`src/rtl/energy_log_readout_pkg.sv`:
```
// Shared types and constants for the sample read-out frame path.
package energy_log_readout_pkg;

    // Which byte of the frame is currently being shifted out.
    typedef enum logic [2:0] {
        ST_IDLE,
        ST_HDR,
        ST_LEN,
        ST_DATA,
        ST_SUM,
        ST_FIN
    } frame_state_t;

    localparam logic [7:0]  HDR_BYTE       = 8'hA5;

    localparam logic        START_BIT      = 1'b0;
    localparam logic        STOP_BIT       = 1'b1;
    localparam int unsigned BITS_PER_FRAME = 10;

endpackage

```
`src/rtl/energy_log_readout_if.sv`:
```
// Synchronous sample-RAM read port: one-cycle read latency.
interface energy_log_readout_if #(
    parameter int unsigned ADDR_W = 4
);
    logic              mem_rd_en;
    logic [ADDR_W-1:0] mem_rd_addr;
    logic [7:0]        mem_rd_data;

    modport master (
        output mem_rd_en,
        output mem_rd_addr,
        input  mem_rd_data
    );

    modport slave (
        input  mem_rd_en,
        input  mem_rd_addr,
        output mem_rd_data
    );
endinterface

```
`src/rtl/energy_log_readout_uart.sv`:
```
// UART 8N1 byte serialiser. A new byte may be loaded in the final cycle of
// the previous stop bit, giving back-to-back bytes with no idle gap.
module uart_tx_byte
#(
    parameter int unsigned CLKS_PER_BIT = 16
) (
    input  logic       clk,
    input  logic       rst,
    input  logic       load,
    input  logic [7:0] data_byte,
    output logic       tx,
    output logic       ready,
    output logic       byte_done
);
    import energy_log_readout_pkg::*;

    localparam int unsigned CNT_W    = (CLKS_PER_BIT > 1) ? $clog2(CLKS_PER_BIT) : 1;
    localparam logic [CNT_W-1:0] CNT_LAST = CNT_W'(CLKS_PER_BIT - 1);
    localparam logic [3:0]       BIT_LAST = 4'(BITS_PER_FRAME - 1);

    logic [BITS_PER_FRAME-1:0] shreg_q;
    logic [CNT_W-1:0]          clk_cnt_q;
    logic [3:0]                bit_cnt_q;
    logic                      active_q;

    assign byte_done = active_q && (clk_cnt_q == CNT_LAST) && (bit_cnt_q == BIT_LAST);
    assign ready     = !active_q || byte_done;
    // Idle fill of the shifter is all ones, so tx rests high without a mux.
    assign tx        = shreg_q[0];

    // Bit timing and LSB-first shifting of start/data/stop bits.
    always_ff @(posedge clk or posedge rst) begin
        if (rst) begin
            shreg_q   <= '1;
            clk_cnt_q <= '0;
            bit_cnt_q <= '0;
            active_q  <= 1'b0;
        end else if (load && ready) begin
            shreg_q   <= {STOP_BIT, data_byte, START_BIT};
            clk_cnt_q <= '0;
            bit_cnt_q <= '0;
            active_q  <= 1'b1;
        end else if (active_q) begin
            if (clk_cnt_q == CNT_LAST) begin
                clk_cnt_q <= '0;
                shreg_q   <= {STOP_BIT, shreg_q[BITS_PER_FRAME-1:1]};
                if (bit_cnt_q == BIT_LAST) begin
                    active_q  <= 1'b0;
                    bit_cnt_q <= '0;
                end else begin
                    bit_cnt_q <= bit_cnt_q + 4'd1;
                end
            end else begin
                clk_cnt_q <= clk_cnt_q + CNT_W'(1);
            end
        end
    end

endmodule

```
`src/rtl/energy_log_readout.sv`:
```
// Drains a run of samples from the sample RAM as a framed UART byte stream:
// header, length, samples, 8-bit checksum of length and samples.
module energy_log_readout
#(
    parameter int unsigned ADDR_W       = 4,
    parameter int unsigned CLKS_PER_BIT = 16,
    parameter logic [7:0]  HDR_BYTE     = energy_log_readout_pkg::HDR_BYTE
) (
    input  logic                  clk,
    input  logic                  rst,
    input  logic                  start,
    input  logic [ADDR_W-1:0]     start_addr,
    input  logic [ADDR_W:0]       count,
    energy_log_readout_if.master  mem,
    output logic                  tx,
    output logic                  busy,
    output logic                  done
);
    import energy_log_readout_pkg::*;

    localparam logic [ADDR_W:0] DEPTH = {1'b1, {ADDR_W{1'b0}}};

    frame_state_t      state_q, state_d;
    logic [ADDR_W-1:0] addr_q;
    logic [ADDR_W:0]   n_q;
    logic [ADDR_W:0]   sent_q;
    logic [ADDR_W:0]   fetch_q;
    logic [7:0]        sum_q;
    logic [7:0]        sample_q;
    logic              rd_valid_q;

    logic              accept;
    logic              ld;
    logic              ld_len;
    logic              ld_sample;
    logic [7:0]        ld_byte;
    logic              issue_rd;
    logic              uart_load;
    logic              uart_ready;
    logic              uart_done;

    uart_tx_byte #(
        .CLKS_PER_BIT (CLKS_PER_BIT)
    ) u_uart (
        .clk       (clk),
        .rst       (rst),
        .load      (uart_load),
        .data_byte (ld_byte),
        .tx        (tx),
        .ready     (uart_ready),
        .byte_done (uart_done)
    );

    assign uart_load = ld && uart_ready;
    // The next sample is fetched while the byte just loaded shifts out, so it
    // is sitting in sample_q long before the serialiser asks for it.
    assign issue_rd  = (ld_len || ld_sample) && (fetch_q < n_q);
    assign busy      = (state_q != ST_IDLE) && (state_q != ST_FIN);
    assign done      = (state_q == ST_FIN);

    // Frame state register.
    always_ff @(posedge clk or posedge rst) begin
        if (rst) begin
            state_q <= ST_IDLE;
        end else begin
            state_q <= state_d;
        end
    end

    // Next state and byte selection; each step waits for byte completion.
    always_comb begin
        state_d   = state_q;
        accept    = 1'b0;
        ld        = 1'b0;
        ld_len    = 1'b0;
        ld_sample = 1'b0;
        ld_byte   = '0;
        case (state_q)
            ST_IDLE: begin
                if (start) begin
                    accept  = 1'b1;
                    ld      = 1'b1;
                    ld_byte = HDR_BYTE;
                    state_d = ST_HDR;
                end
            end
            ST_HDR: begin
                if (uart_done) begin
                    ld      = 1'b1;
                    ld_len  = 1'b1;
                    ld_byte = 8'(n_q);
                    state_d = ST_LEN;
                end
            end
            ST_LEN, ST_DATA: begin
                if (uart_done) begin
                    ld = 1'b1;
                    if (sent_q < n_q) begin
                        ld_sample = 1'b1;
                        ld_byte   = sample_q;
                        state_d   = ST_DATA;
                    end else begin
                        ld_byte   = sum_q;
                        state_d   = ST_SUM;
                    end
                end
            end
            ST_SUM: begin
                if (uart_done) begin
                    state_d = ST_FIN;
                end
            end
            ST_FIN: begin
                state_d = ST_IDLE;
            end
            default: begin
                state_d = ST_IDLE;
            end
        endcase
    end

    // Capture of the request, RAM addressing, sample prefetch and checksum.
    always_ff @(posedge clk or posedge rst) begin
        if (rst) begin
            addr_q          <= '0;
            n_q             <= '0;
            sent_q          <= '0;
            fetch_q         <= '0;
            sum_q           <= '0;
            sample_q        <= '0;
            rd_valid_q      <= 1'b0;
            mem.mem_rd_en   <= 1'b0;
            mem.mem_rd_addr <= '0;
        end else begin
            mem.mem_rd_en <= issue_rd;
            rd_valid_q    <= mem.mem_rd_en;

            if (accept) begin
                addr_q  <= start_addr;
                n_q     <= (count > DEPTH) ? DEPTH : count;
                sent_q  <= '0;
                fetch_q <= '0;
                sum_q   <= '0;
            end

            if (issue_rd) begin
                mem.mem_rd_addr <= addr_q;
                addr_q          <= addr_q + ADDR_W'(1);
                fetch_q         <= fetch_q + (ADDR_W+1)'(1);
            end

            if (rd_valid_q) begin
                sample_q <= mem.mem_rd_data;
            end

            if (ld_len) begin
                sum_q <= 8'(n_q);
            end else if (ld_sample) begin
                sum_q  <= sum_q + sample_q;
                sent_q <= sent_q + (ADDR_W+1)'(1);
            end
        end
    end

endmodule
```
`src/flat_wrapper.sv`:
```
// flat-port wrapper written by rule: the top's interface ports become plain ports
module energy_log_readout_flat import energy_log_readout_pkg::*;
#(
    parameter int unsigned ADDR_W       = 4,
    parameter int unsigned CLKS_PER_BIT = 16,
    parameter logic [7:0]  HDR_BYTE     = energy_log_readout_pkg::HDR_BYTE
)
  (clk, rst, start, start_addr, count, tx, busy, done, mem_mem_rd_en, mem_mem_rd_addr, mem_mem_rd_data);
  energy_log_readout_if #(.ADDR_W(ADDR_W)) mem_i ();
  input  logic clk;
  input  logic rst;
  input  logic start;
  input  logic [ADDR_W-1:0] start_addr;
  input  logic [ADDR_W:0] count;
  output logic tx;
  output logic busy;
  output logic done;
  output wire logic [$bits(mem_i.mem_rd_en)-1:0] mem_mem_rd_en;
  output wire logic [$bits(mem_i.mem_rd_addr)-1:0] mem_mem_rd_addr;
  input wire logic [$bits(mem_i.mem_rd_data)-1:0] mem_mem_rd_data;
  assign mem_mem_rd_en = mem_i.mem_rd_en;
  assign mem_mem_rd_addr = mem_i.mem_rd_addr;
  assign mem_i.mem_rd_data = mem_mem_rd_data;
  energy_log_readout #(.ADDR_W(ADDR_W), .CLKS_PER_BIT(CLKS_PER_BIT), .HDR_BYTE(HDR_BYTE)) u_core (.clk(clk), .rst(rst), .start(start), .start_addr(start_addr), .count(count), .mem(mem_i), .tx(tx), .busy(busy), .done(done));
endmodule
```
`config.mk`:
```
export PLATFORM = sky130hd
export DESIGN_NAME = energy_log_readout_flat
export DESIGN_NICKNAME = d
export VERILOG_FILES = /design/src/rtl/energy_log_readout_pkg.sv /design/src/rtl/energy_log_readout_if.sv /design/src/rtl/energy_log_readout_uart.sv /design/src/rtl/energy_log_readout.sv /design/src/flat_wrapper.sv
export SDC_FILE = /design/constraint.sdc
export NUM_CORES = 1
export LEC_CHECK = 0
export ABC_AREA = 1
export BUFFER_PORTS_ARGS = -buffer_cell sky130_fd_sc_hd__buf_4
export CORE_MARGIN = 8
export CORE_UTILIZATION = 45
export DETAILED_ROUTE_END_ITERATION = 10
export PLACE_DENSITY = 0.68
export SYNTH_ARGS = -nofsm -noshare
export SYNTH_HDL_FRONTEND = slang
export SYNTH_HIERARCHICAL = 1
export SYNTH_SLANG_ARGS = --single-unit
```
`constraint.sdc`:
```
create_clock -name clk -period 5.32 [get_ports clk]
set_clock_uncertainty 0.15 [all_clocks]
set_input_delay 1.064 -clock clk [delete_from_list [all_inputs] [get_ports clk]]
set_output_delay 1.064 -clock clk [all_outputs]
set_load 0.01 [all_outputs]
```
## After elaboration in Yosys (flattened, before gate mapping)

Cells that the tools add are included.

| storage, ports and cells | value |
|---|---|
| input port bits | 20 |
| output and inout port bits | 8 |
| word-level logic and storage cells | 98 |
| register bits | 63 |

| cells by class | value |
|---|---|
| $add $sub $neg | 6 |
| magnitude comparators | 3 |
| equality and inequality tests | 12 |
| multiplexer cells | 44 |
| reductions and logical operators | 19 |

Operator list:

| kind | number |
|---|---|
| two-way mux 8 bit | 6 |
| two-way mux 4 bit | 9 |
| two-way mux 5 bit | 7 |
| two-way mux 10 bit | 3 |
| case mux 8 bit (3 select lines) | 1 |
| two-way mux 3 bit | 5 |
| adder 4 x 1 -> 4 bit, second input constant | 3 |
| case mux 3 bit (4 select lines) | 1 |
| two-way mux 1 bit | 11 |
| adder 5 x 1 -> 5 bit, second input constant | 2 |
| less-than comparator 5 bit | 2 |
| adder 8 bit | 1 |
| equality test 4 bit, second input constant | 2 |
| inequality test 2 bit, second input constant | 4 |
| equality test 3 x 2 -> 1 bit, second input constant | 2 |
| equality test 3 bit, second input constant | 2 |
| logical AND 1 bit | 6 |
| nonzero test 2 bit | 3 |
| nonzero test 3 bit | 2 |
| greater-than comparator 5 bit, second input constant | 1 |
| AND reduction 4 bit | 1 |
| equality test 3 x 1 -> 1 bit, second input constant | 1 |
| logical NOT 3 bit | 1 |
| inequality test 3 bit, second input constant | 1 |
| other kinds (6) | 7 |

## Depth between registers and ports, before layout

Gate-level depths: netlist of the first run.

| logic depth | value |
|---|---|
| depth in word-level cells | 9 |
| gate-level depth with buffers | 16 |
| gate-level depth less buffers | 14 |

## By module

Netlist of the first run, hierarchy kept.

By module, submodules not included:

| module | sequential area each (µm²) | times used | cells an instance | area an instance (µm²) |
|---|---|---|---|---|
| energy_log_readout | 1,101.1 | 1 | 331 | 2,682.6 |
| uart_tx_byte | 461.7 | 1 | 117 | 987.2 |

## Worst setup path after synthesis of the first run

OpenSTA, ideal clock, no wires.

| timing path | value |
|---|---|
| kind | input to register |
| from | input port start |
| to | register u_core.u_uart.bit_cnt_q[0] |
| path buffers | 4 |
| required time | 5.051 ns |
| data arrival time | 2.321 ns |
| setup time | 0.119 ns |
| setup slack | 2.730 ns |
| stages | 11 |
| cell sequence | nand2_1 > buf_6 > buf_2 > a21boi_0 > buf_6 > nor2_2 > inv_1 > nand2_2 > inv_2 > buf_6 > o21a_1 |

| on the way | value |
|---|---|
| cells in the longest elaborated chain, start to end | 6 |
| elaborated cells between the ends (all ways) | 8 |
| classes of those cells | mux: 3; reduce/logical: 5 |

Ends and longest elaborated chain:

| what | RTL line | text |
|---|---|---|
| from (decl) | flat_wrapper.sv:12 | `input logic start;` |
| two-way mux 1 bit * | energy_log_readout.sv:80 | `if (start) begin` |
| case mux 1 bit (2 select lines) * | energy_log_readout.sv:78 | `case (state_q)` |
| logical AND 1 bit * | energy_log_readout.sv:54 | `assign uart_load = ld && uart_ready;` |
| via u_core.uart_load | energy_log_readout.sv:38 | `logic uart_load;` |
| logical AND 1 bit * | energy_log_readout_uart.sv:38 | `end else if (load && ready) begin` |
| nonzero test 2 bit (no line) | - |  |
| AND reduction 2 bit (no line) | - |  |
| to (signal assigned) | energy_log_readout_uart.sv:51 | `bit_cnt_q <= bit_cnt_q + 4'd1;` |
| to (decl) | energy_log_readout_uart.sv:23 | `logic [3:0] bit_cnt_q;` |

Mark *: on every way through the listed nets, which the timed path passes. The rest lies on a longest branch.
A chain may end at the register's enable or synchronous reset.

## Worst setup path after layout of the first run

| timing path | value |
|---|---|
| from | register u_core.u_uart.bit_cnt_q[1] |
| to | register u_core.u_uart.bit_cnt_q[0] |

| on the way | value |
|---|---|
| cells in the longest elaborated chain, start to end | 8 |
| elaborated cells between the ends (all ways) | 14 |
| classes of those cells | eq/ne: 1; mux: 6; reduce/logical: 7 |

Ends and longest elaborated chain:

| what | RTL line | text |
|---|---|---|
| equality test 4 bit * | energy_log_readout_uart.sv:26 | `assign byte_done = active_q && (clk_cnt_q == CNT_LAST) && (bit_cnt_q == BIT_LAST);` |
| logical AND 1 bit * | energy_log_readout_uart.sv:26 |  |
| via u_core.uart_done | energy_log_readout.sv:40 | `logic uart_done;` |
| two-way mux 1 bit | energy_log_readout.sv:88, energy_log_readout.sv:96 |  |
| case mux 1 bit (2 select lines) | energy_log_readout.sv:78 |  |
| logical AND 1 bit * | energy_log_readout.sv:54 |  |
| via u_core.uart_load | energy_log_readout.sv:38 |  |
| logical AND 1 bit * | energy_log_readout_uart.sv:38 |  |
| nonzero test 2 bit (no line) | - |  |
| AND reduction 2 bit (no line) | - |  |

Mark *: on every way through the listed nets, which the timed path passes. The rest lies on a longest branch. The select of a mux whose other input is x is not followed.

==> results of run 1 <==
-- layer usage --
metal	up-vias	share of wire	track usage
met1	1407	0.48	0.187
met2	59	0.46	0.235
li1	1521	-	-
met3	11	0.040	0.0302
met5	-	0	0
met4	0	0.016	0.0693
-- cells in the mapped netlist (all sizes together) --
cell and instances:
a21boi 2, a21o 1, a21oi 15, a22oi 1, buf 9, clkbuf 1
clkinv 1, dfrtp 53, dfstp 9, fa 1, ha 21, inv 45
mux2 5, nand2 139, nand3 52, nand3b 1, nand4 4, nor2 33
nor3 3, nor4 1, o21a 1, o21ai 25, o21bai 1, o22ai 7
o31ai 3, or2 2, xnor2 6, xor2 6
-- stage by stage --
| stage | cell area [um2] | worst slack [ns] | hold slack, ns |
|---|---|---|---|
| floorplan | 3670 | 2.73 | 0.266 |
| global placement | 3940 | 2.40 | 0.216 |
| detailed placement | 3940 | 2.35 | 0.217 |
| CTS | 4150 | 2.54 | 0.238 |
| global route | 4150 | 2.32 | 0.253 |
| finish | 4150 | 2.58 | 0.230 |
-- worst reg2reg max path: stages (launching register included) --
cell	delay, ns
dfrtp_1	0.42
inv_1	0.08
ha_1	0.15
nand2_1	0.08
nor2_2	0.10
nand2_2	0.09
nor2_1	0.24
nand3_1	0.12
a21boi_0	0.19
buf_4	0.20
nor2_2	0.06
inv_1	0.11
nand2_2	0.21
inv_2	0.24
o21ai_0	0.12
o21a_1	0.11
-- area by class of cell --
cell class | count | area (um2)
Fill cell | 766 | 3910
Multi-Input combinational cell | 330 | 1850
Sequential cell | 62 | 1560
Timing Repair Buffer | 30 | 225
Inverter | 46 | 174
Clock buffer | 11 | 141
Tap cell | 105 | 131
Clock inverter | 5 | 60.1
-- cells by family after synthesis --
logic type | synth area share
and+or+nand+nor | 0.296
DFF | 0.426
AOI/OAI and AO/OA | 0.0869
buffers and inverters | 0.0699
adders and majority gates | 0.0771
xor gates and xnor gates | 0.0286
muxes | 0.0153
-- worst max-delay path by stage --
| stage | depth (start not counted) | start | endpoint |
|---|---|---|---|
| detailed placement | 10 | start | u_core/u_uart/bit_cnt_q[0] |
| global route | 15 | u_core/u_uart/bit_cnt_q[1] | u_core/u_uart/bit_cnt_q[0] |
| floorplan | 11 | start | u_core/u_uart/bit_cnt_q[0] |
| finish | 15 | u_core/u_uart/bit_cnt_q[1] | u_core/u_uart/bit_cnt_q[0] |
| global placement | 10 | start | u_core/u_uart/bit_cnt_q[0] |
| CTS | 15 | u_core/u_uart/bit_cnt_q[1] | u_core/u_uart/bit_cnt_q[0] |
-- report_power, final --
part	internal (W)	switching (W)
Combinational	0.0000896	0.000186
Clock	0.000230	0.000188
Sequential	0.000508	0.0000298
-- registers in the layout, summed over array words and instances (netlist names) --
register	count
u_core/u_uart/active_q	1
u_core/u_uart/clk_cnt_q	4
u_core/mem.mem_rd_addr	4
u_core/addr_q	4
u_core/n_q	5
u_core/rd_valid_q	1
u_core/u_uart/shreg_q	9
u_core/mem.mem_rd_en	1
u_core/sample_q	8
u_core/fetch_q	5
u_core/sent_q	5
u_core/state_q	3
u_core/sum_q	8
u_core/u_uart/bit_cnt_q	4
==> reports/qor.yml, run 1 <==
outcome:
  status: "completed"
critical_path:
  worstPathRequired_ns: 5.40
  slowest_delay_ns: 0.42
  worst_setup_path_start_kind: "register"
  cp.arrival_ns: 2.82
  critical_path_class: "reg -> reg"
  reg2regPathDepth: 15
  r2r_end: "u_core/u_uart/bit_cnt_q[0]"
  path_cells: "inv_1 -> ha_1 -> nand2_1 -> nor2_2 -> nand2_2 -> nor2_1 -> nand3_1 -> a21boi_0 -> buf_4 -> nor2_2 -> inv_1 -> nand2_2 -> inv_2 -> o21ai_0 -> o21a_1"
  crit_buf_inv: 4
  crit_path_top_delay_cell: "dfrtp_1"
  r2r_start: "u_core/u_uart/bit_cnt_q[1]"
  setup.worst_path.end_class: "register"
  r2r_slack_ns: 2.58
  cp_max_fo: 16
  critical-path-top-delay-family: "simple AND/OR/NAND/NOR gates"
timing:
  setup_viol: 0
  worstMarginPinSlew_ns: 0.677
  hold_viol_final: 0
  slew_viol_final: 0
  rsz0062_at_grt: "no"
  period_share: 0.514
  relSlewSlack: 0.548
  min_period_ns: 2.74
  timing.fmax_mhz: 366
  tns_ns: 0
cts:
  cts_sinks: 62
  htree_levels: 3
  cts_tree: "built"
  numCtsBuffers: 9
  clockBufferDepth: 2
  worstSkewPairLatency_ns: 0.34
  postCtsSetupBuffers: 0
  cts-root-buf: "clkbuf_8"
  path_clk_slew_ns: 0.08
  cts-resized-gates: 0
  ctsHoldBuffers: 0
floorplan:
  die_w_um: 106
  rows: 33
  die_area_um2: 11300
  die_h_um: 106
  initial_core_util: 0.456
  core_area_um2: 8050
  ios: 28
yosys:
  synthDistinctLibCells: 41
  synth_top_area_frac: 0.361
  syn_inst: 448
  syn_area_um2: 3670
  synth_area_per_cell_um2: 8.19
  yosysWarnings: 6
  ys_ff_latch: 62
  synth_area_leaders: "dfrtp_1 (36%), nand2_1 (13%), ha_1 (7.2%)"
  syn_nets: 490
  ys_seq_area_frac: 0.426
  yosys.area.top_type: "dfrtp_1"
finish:
  final_cell_mix: "nand2_1 (125), dfrtp_1 (53), nand3_1 (51)"
  final_cells: 589
  num-nets-final: 521
  area_growth_pct: 13.0
  fin_util: 0.515
  drive_gt1_frac: 0.184
  n_antenna_cell: 0
  final_common_cell: "nand2_1"
global_route:
  track_usage: 0.147
  antenna_found_initial: 0
  grt_pass1_wl_um: 13600
  grt_pass1_vias: 2964
  grt.overflow.total: 0
  grt_start_max_net_pins: 45
route:
  drt-total-wl_um: 7810
  wire_per_inst_um: 13.3
  drc: 0
  drt_iter0_drc: 164
  drtAntennaViolNets: 0
  viasPerCell: 5.09
  vias: 2998
  drt_first_pass_iters: 4
pwr:
  ir_drop_mv: 0.173
  p_per_area_nw_per_um2: 297
  finalPower_w: 0.00123
  leakage_nw: 2.24
hold_path:
  hold_end: "u_core/rd_valid_q"
  min-delay-start: "u_core/mem.mem_rd_en"
  hold_depth: 0
  hold_class: "reg -> reg"
place:
  io_buffers: 27
  place.gp.congestion: 0.862
  place_hpwl_um: 5730
  placed_cells: 573
run:
  drv_cap: 0
Note: power is estimated with default switching activity, not from simulation.
==> run 2: changes to the inputs <==
- clock period: 5.32 -> 2.75 ns (I/O delays scaled with it)
==> run 2 against run 1 <==
Against the previous run: worst hold slack worse by 0.057 ns; sequential power increased by 93%; die area is the same; critical endpoint unchanged; largest cell class unchanged.
==> reports/qor.yml, run 2 (synthesized netlist as in run 1, its figures left out) <==
outcome:
  status: "completed"
global_route:
  track_usage: 0.148
  grt_pass1_vias: 3040
  grt_pass1_wl_um: 13800
  grt.overflow.total: 0
  antenna_found_initial: 0
  grt_start_max_net_pins: 45
timing:
  tns_ns: 0
  setup_ws_ns: 0.313
  setup_viol: 0
  period_share: 0.886
  relSlewSlack: 0.556
  holdWs_ns: 0.173
  hold_viol_final: 0
  min_period_ns: 2.44
  timing.fmax_mhz: 410
  worstMarginPinSlew_ns: 0.665
  rsz0062_at_grt: "no"
  slew_viol_final: 0
route:
  drtAntennaViolNets: 0
  drt-total-wl_um: 7710
  drc: 0
  vias: 3039
  drt_iter0_drc: 181
  drt_first_pass_iters: 4
  viasPerCell: 5.15
  wire_per_inst_um: 13.1
finish:
  n_antenna_cell: 0
  drive_gt1_frac: 0.188
  fin_area_um2: 4150
  final_cell_mix: "nand2_1 (125), dfrtp_1 (53), nand3_1 (51)"
  largest_reg_flops: 9
  area_growth_pct: 13.2
  max_flop_register: "u_core/u_uart/shreg_q"
  num-nets-final: 522
  reg_top3: "u_core/u_uart/shreg_q (9), u_core/sample_q (8), u_core/sum_q (8)"
  final_common_cell: "nand2_1"
critical_path:
  r2r_slack_ns: 0.31
  crit_path_top_delay_cell: "dfrtp_1"
  path_cells: "inv_1 -> ha_1 -> nand2_1 -> nor2_2 -> nand2_2 -> nor2_2 -> nand3_1 -> a21boi_2 -> nor2_2 -> inv_1 -> nand2_2 -> inv_4 -> o21ai_0 -> o21a_1"
  cpMostUsedCell: "nor2_2"
  cp_max_fo: 16
  r2r_start: "u_core/u_uart/bit_cnt_q[1]"
  worstPathRequired_ns: 2.83
  endpoint: "u_core/u_uart/bit_cnt_q[0]"
  slowest_delay_ns: 0.42
  worst_setup_path_start_kind: "register"
  reg2regPathDepth: 14
  critical_path_class: "reg -> reg"
  cp.arrival_ns: 2.52
  setup.worst_path.end_class: "register"
  crit_path_start: "u_core/u_uart/bit_cnt_q[1]"
  r2r_end: "u_core/u_uart/bit_cnt_q[0]"
cts:
  htree_levels: 3
  postCtsSetupBuffers: 0
  cts_tree: "built"
  worstSkewPairLatency_ns: 0.34
  cts-root-buf: "clkbuf_8"
  cts_sinks: 62
  path_clk_slew_ns: 0.07
  numCtsBuffers: 9
  ctsHoldBuffers: 0
  clockBufferDepth: 2
pwr:
  leakage_nw: 2.24
  p_per_area_nw_per_um2: 573
  ir_drop_mv: 0.299
  finalPower_w: 0.00238
run:
  drv_cap: 0
floorplan:
  initial_core_util: 0.456
  ios: 28
  die_area_um2: 11300
  die_h_um: 106
  core_area_um2: 8050
  die_w_um: 106
  rows: 33
place:
  dpl_worst_slack_ns: -0.00422
  place.gp.congestion: 0.810
  io_buffers: 27
  placed_area_um2: 3950
  place_hpwl_um: 5600
hold_path:
  hold_class: "in -> async"
==> run 2: cell count changes in the layout (fill, tap and decap cells not counted), sizes merged <==
cell	before	now
clkinv	5	4
clkbuf	11	12
buf	30	31
==> run 2: worst min path at each step <==
stage	from	to	slack (ns)
2_1_floorplan	u_core/mem.mem_rd_en	u_core/rd_valid_q	0.27
5_1_grt	rst	u_core/u_uart/bit_cnt_q[0]	0.24
3_5_place_dp	u_core/mem.mem_rd_en	u_core/rd_valid_q	0.22
3_3_place_gp	u_core/mem.mem_rd_en	u_core/rd_valid_q	0.22
4_1_cts	rst	u_core/u_uart/bit_cnt_q[0]	0.19
6_report	rst	u_core/u_uart/bit_cnt_q[0]	0.17
==> run 2: final cells by class <==
| class | count | area (um2) |
|---|---|---|
| clock buffers | 12 | 145 |
| clock inverters | 4 | 47.5 |
| fillers | 792 | 3900 |
| inverters | 46 | 176 |
| multi-input cells | 330 | 1860 |
| flip-flops and latches | 62 | 1560 |
| well taps | 105 | 131 |
| repair buffers | 31 | 233 |
==> run 2: stage by stage <==
step / util / instances
2_1_floorplan: - / 448
3_3_place_gp: 0.491 / 574
3_5_place_dp: 0.491 / 574
4_1_cts: 0.515 / 590
5_1_grt: 0.516 / 590
6_report: 0.516 / 590
==> run 2: repair_timing <==
item	4_1_cts	5_1_grt
pin swaps	0	0
resized for setup	1	3
setup endpoints to repair	1	10
gates cloned	0	0
==> run 2: worst max-delay path: cells and delay by family, from the launching register on <==
family                   cells  cell delay, ns
AND/OR/NAND/NOR              7            0.83
flip-flops                   1            0.42
AO/OA/AOI/OAI                3            0.42
buffers and inverters        3            0.36
adder cells (fa/ha/maj)      1            0.13
==> run 2: where the power goes <==
part | total [W] | internal [W] | switching, W
clock | 0.000797 | 0.000441 | 0.000356
combinational | 0.000539 | 0.000184 | 0.000355
sequential | 0.00104 | 0.000983 | 0.0000593
==> run 2: metal layers <==
layer / part of all wire / global-route usage / routed length (um) / vias up
met1: 0.49 / 0.186 / 3740 / 1442
met4: 0.019 / 0.0593 / 144 / 0
met3: 0.044 / 0.0345 / 341 / 13
li1: - / - / - / 1529
met5: 0 / 0 / 0 / -
met2: 0.45 / 0.239 / 3480 / 55
==> run 3: changes to the inputs <==
- ABC_AREA: 1 -> unset
- clock period: 2.75 -> 3.17 ns (I/O delays scaled with it)
==> run 3 against run 2 <==
Against the previous run: cell area down 1.2%; first-iteration DRC count is 44% lower; combinational power down 93%; largest power group is now the clock network; die area shrank 2.7%; sequential share of layout area grew 0.47 points; global-route usage shrank 0.25 points; critical path depth decreased by 4.
==> reports/qor.yml, run 3 <==
outcome:
  status: "completed"
cts:
  cts_sinks: 62
  cts-resized-gates: 0
  cts_tree: "built"
  postCtsSetupBuffers: 0
  worstSkewPairLatency_ns: 0.33
  htree_levels: 3
  ctsHoldBuffers: 0
  cts-root-buf: "clkbuf_8"
  numCtsBuffers: 9
  clockBufferDepth: 2
  path_clk_slew_ns: 0.07
critical_path:
  cp.arrival_ns: 2.99
  worstPathRequired_ns: 3.27
  cp_max_fo: 20
  crit_path_top_delay_cell: "dfrtp_1"
  path_cells: "ha_1 -> nand4_2 -> nor2_1 -> nand2_1 -> nor2_2 -> o211ai_4 -> a221oi_4 -> buf_4 -> mux2_2 -> o21ai_0"
  setup.worst_path.end_class: "register"
  r2r_start: "u_core/u_uart/clk_cnt_q[0]"
  r2r_slack_ns: 0.27
  slowest_delay_ns: 0.41
  worst_setup_path_start_kind: "register"
  crit_path_start: "u_core/u_uart/clk_cnt_q[0]"
  critical_path_class: "reg -> reg"
global_route:
  track_usage: 0.145
  grt_start_max_net_pins: 45
  grt_pass1_vias: 2792
  grt_pass1_wl_um: 13200
  antenna_found_initial: 0
  grt.overflow.total: 0
finish:
  final_common_cell: "dfrtp_1"
  fillers: 723
  area_growth_pct: 15.4
  final_cell_mix: "dfrtp_1 (53), buf_4 (36), nand2_1 (30)"
  drive_gt1_frac: 0.226
  final_cells: 483
  num-nets-final: 418
  largest_reg_flops: 9
  max_flop_register: "u_core/u_uart/shreg_q"
  reg_top3: "u_core/u_uart/shreg_q (9), u_core/sample_q (8), u_core/sum_q (8)"
  n_antenna_cell: 0
yosys:
  synth_top_area_frac: 0.373
  yosysMostFrequentCell: "dfrtp_1"
  synth_edf_count: 0
  synth_area_leaders: "dfrtp_1 (37%), ha_1 (7.4%), dfstp_2 (6.7%)"
  syn_area_um2: 3550
  async_flop_share: 1.00
  yosys.area.top_type: "dfrtp_1"
  synthDistinctLibCells: 58
  yosys-top-cells-count: "dfrtp_1 (53), nand2_1 (30), o21ai_0 (27)"
  ys_seq_area_frac: 0.440
  synth_flop_cell: "dfrtp_1"
  ys_ff_latch: 62
  syn_inst: 343
  synth_area_per_cell_um2: 10.4
  syn_nets: 385
  yosysWarnings: 6
timing:
  timing.fmax_mhz: 345
  slew_viol_final: 0
  holdWs_ns: 0.258
  rsz0062_at_grt: "no"
  worstMarginPinSlew_ns: 0.706
  tns_ns: 0
  period_share: 0.914
  min_period_ns: 2.90
  setup_viol: 0
  relSlewSlack: 0.529
  hold_viol_final: 0
pwr:
  finalPower_w: 0.00169
  p_per_area_nw_per_um2: 412
  ir_drop_mv: 0.250
  leakage_nw: 1.96
route:
  viasPerCell: 5.68
  wire_per_inst_um: 16.0
  drt-total-wl_um: 7720
  drc: 0
  drt_iter0_drc: 101
  vias: 2743
  drtAntennaViolNets: 0
  drt_first_pass_iters: 6
place:
  placed_cells: 467
  place_hpwl_um: 5440
  io_buffers: 27
  place.gp.congestion: 0.838
floorplan:
  die_area_um2: 11000
  core_area_um2: 7690
  rows: 32
  die_h_um: 105
  die_w_um: 105
  ios: 28
  initial_core_util: 0.462
hold_path:
  min-delay-start: "u_core/mem.mem_rd_en"
  hold_class: "reg -> reg"
run:
  drv_cap: 0
## run 3: cell count changes in the layout (fill, tap and decap cells not counted), sizes merged, moves of 7 or more
| cell | previous run | this run |
|---|---|---|
| nand2 | 139 | 30 |
| inv | 44 | 14 |
| nand3 | 52 | 25 |
| nor2 | 33 | 18 |
| mux2i | 0 | 11 |
| mux2 | 5 | 15 |
| and3 | 0 | 9 |
| a221o | 0 | 8 |
| o211ai | 0 | 8 |
| o22ai | 7 | 0 |
## run 3: where the power goes
part	internal [W]	switching (W)	leakage [nW]
clock	0.000567	0.000295	0.124
sequential	0.000792	0	0.694
combinational	0.0000169	0.0000202	1.15
## run 3: area by class of cell
type | count | area, um2 | area share
Sequential cell | 62 | 1560 | 0.381
Clock buffer | 13 | 159 | 0.0387
Inverter | 15 | 56.3 | 0.0137
Multi-Input combinational cell | 252 | 1840 | 0.448
Tap cell | 102 | 128 | 0.0311
Clock inverter | 3 | 90.1 | 0.0220
Timing Repair Buffer | 36 | 270 | 0.0659
## run 3: cells by family (layout without fill, tap and decap cells)
family,count (synthesis),in the layout,share of synthesized area
AND/OR/NAND/NOR,110,110,0.161
AO/OA/AOI/OAI,83,83,0.170
flip-flops,62,62,0.440
buffers and inverters,29,67,0.0440
multiplexers,26,26,0.0785
adder cells (fa/ha/maj),22,22,0.0795
XOR/XNOR,11,11,0.0271
## run 3: path summary, 6_finish.rpt
check | endpoint | cells past startpoint
min in group asynchronous | u_core/u_uart/clk_cnt_q[0] | 2
hold reg to reg | u_core/rd_valid_q | 0
max in group asynchronous | u_core/u_uart/bit_cnt_q[0] | 2
hold / removal | u_core/rd_valid_q | 0
setup / recovery | u_core/addr_q[2] | 10
setup reg to reg | u_core/addr_q[2] | 10
## run 3: per-layer routing
| layer | track usage | routed length [um] |
|---|---|---|
| met1 | 0.184 | 3580 |
| met2 | 0.237 | 3780 |
| met3 | 0.0418 | 268 |
| met4 | 0.0398 | 88 |
| met5 | 0 | 0 |
## run 3: metrics by stage
stage / worst slack, ns / cell area (um2) / util
detailed placement: 0.322 / 3850 / 0.501
global route: 0.0310 / 4100 / 0.534
finish: 0.273 / 4100 / 0.534
floorplan: 0.434 / 3550 / -
global placement: 0.402 / 3850 / 0.501
CTS: 0.291 / 4100 / 0.534
## run 3: critical path, delay by kind of cell (launching register included)
| kind | cells | cell delay [ns] |
|---|---|---|
| AND/OR/NAND/NOR | 4 | 0.62 |
| buffers and inverters | 1 | 0.28 |
| AO/OA/AOI/OAI | 3 | 0.70 |
| multiplexers | 1 | 0.35 |
| adder cells (fa/ha/maj) | 1 | 0.29 |
| flip-flops | 1 | 0.41 |
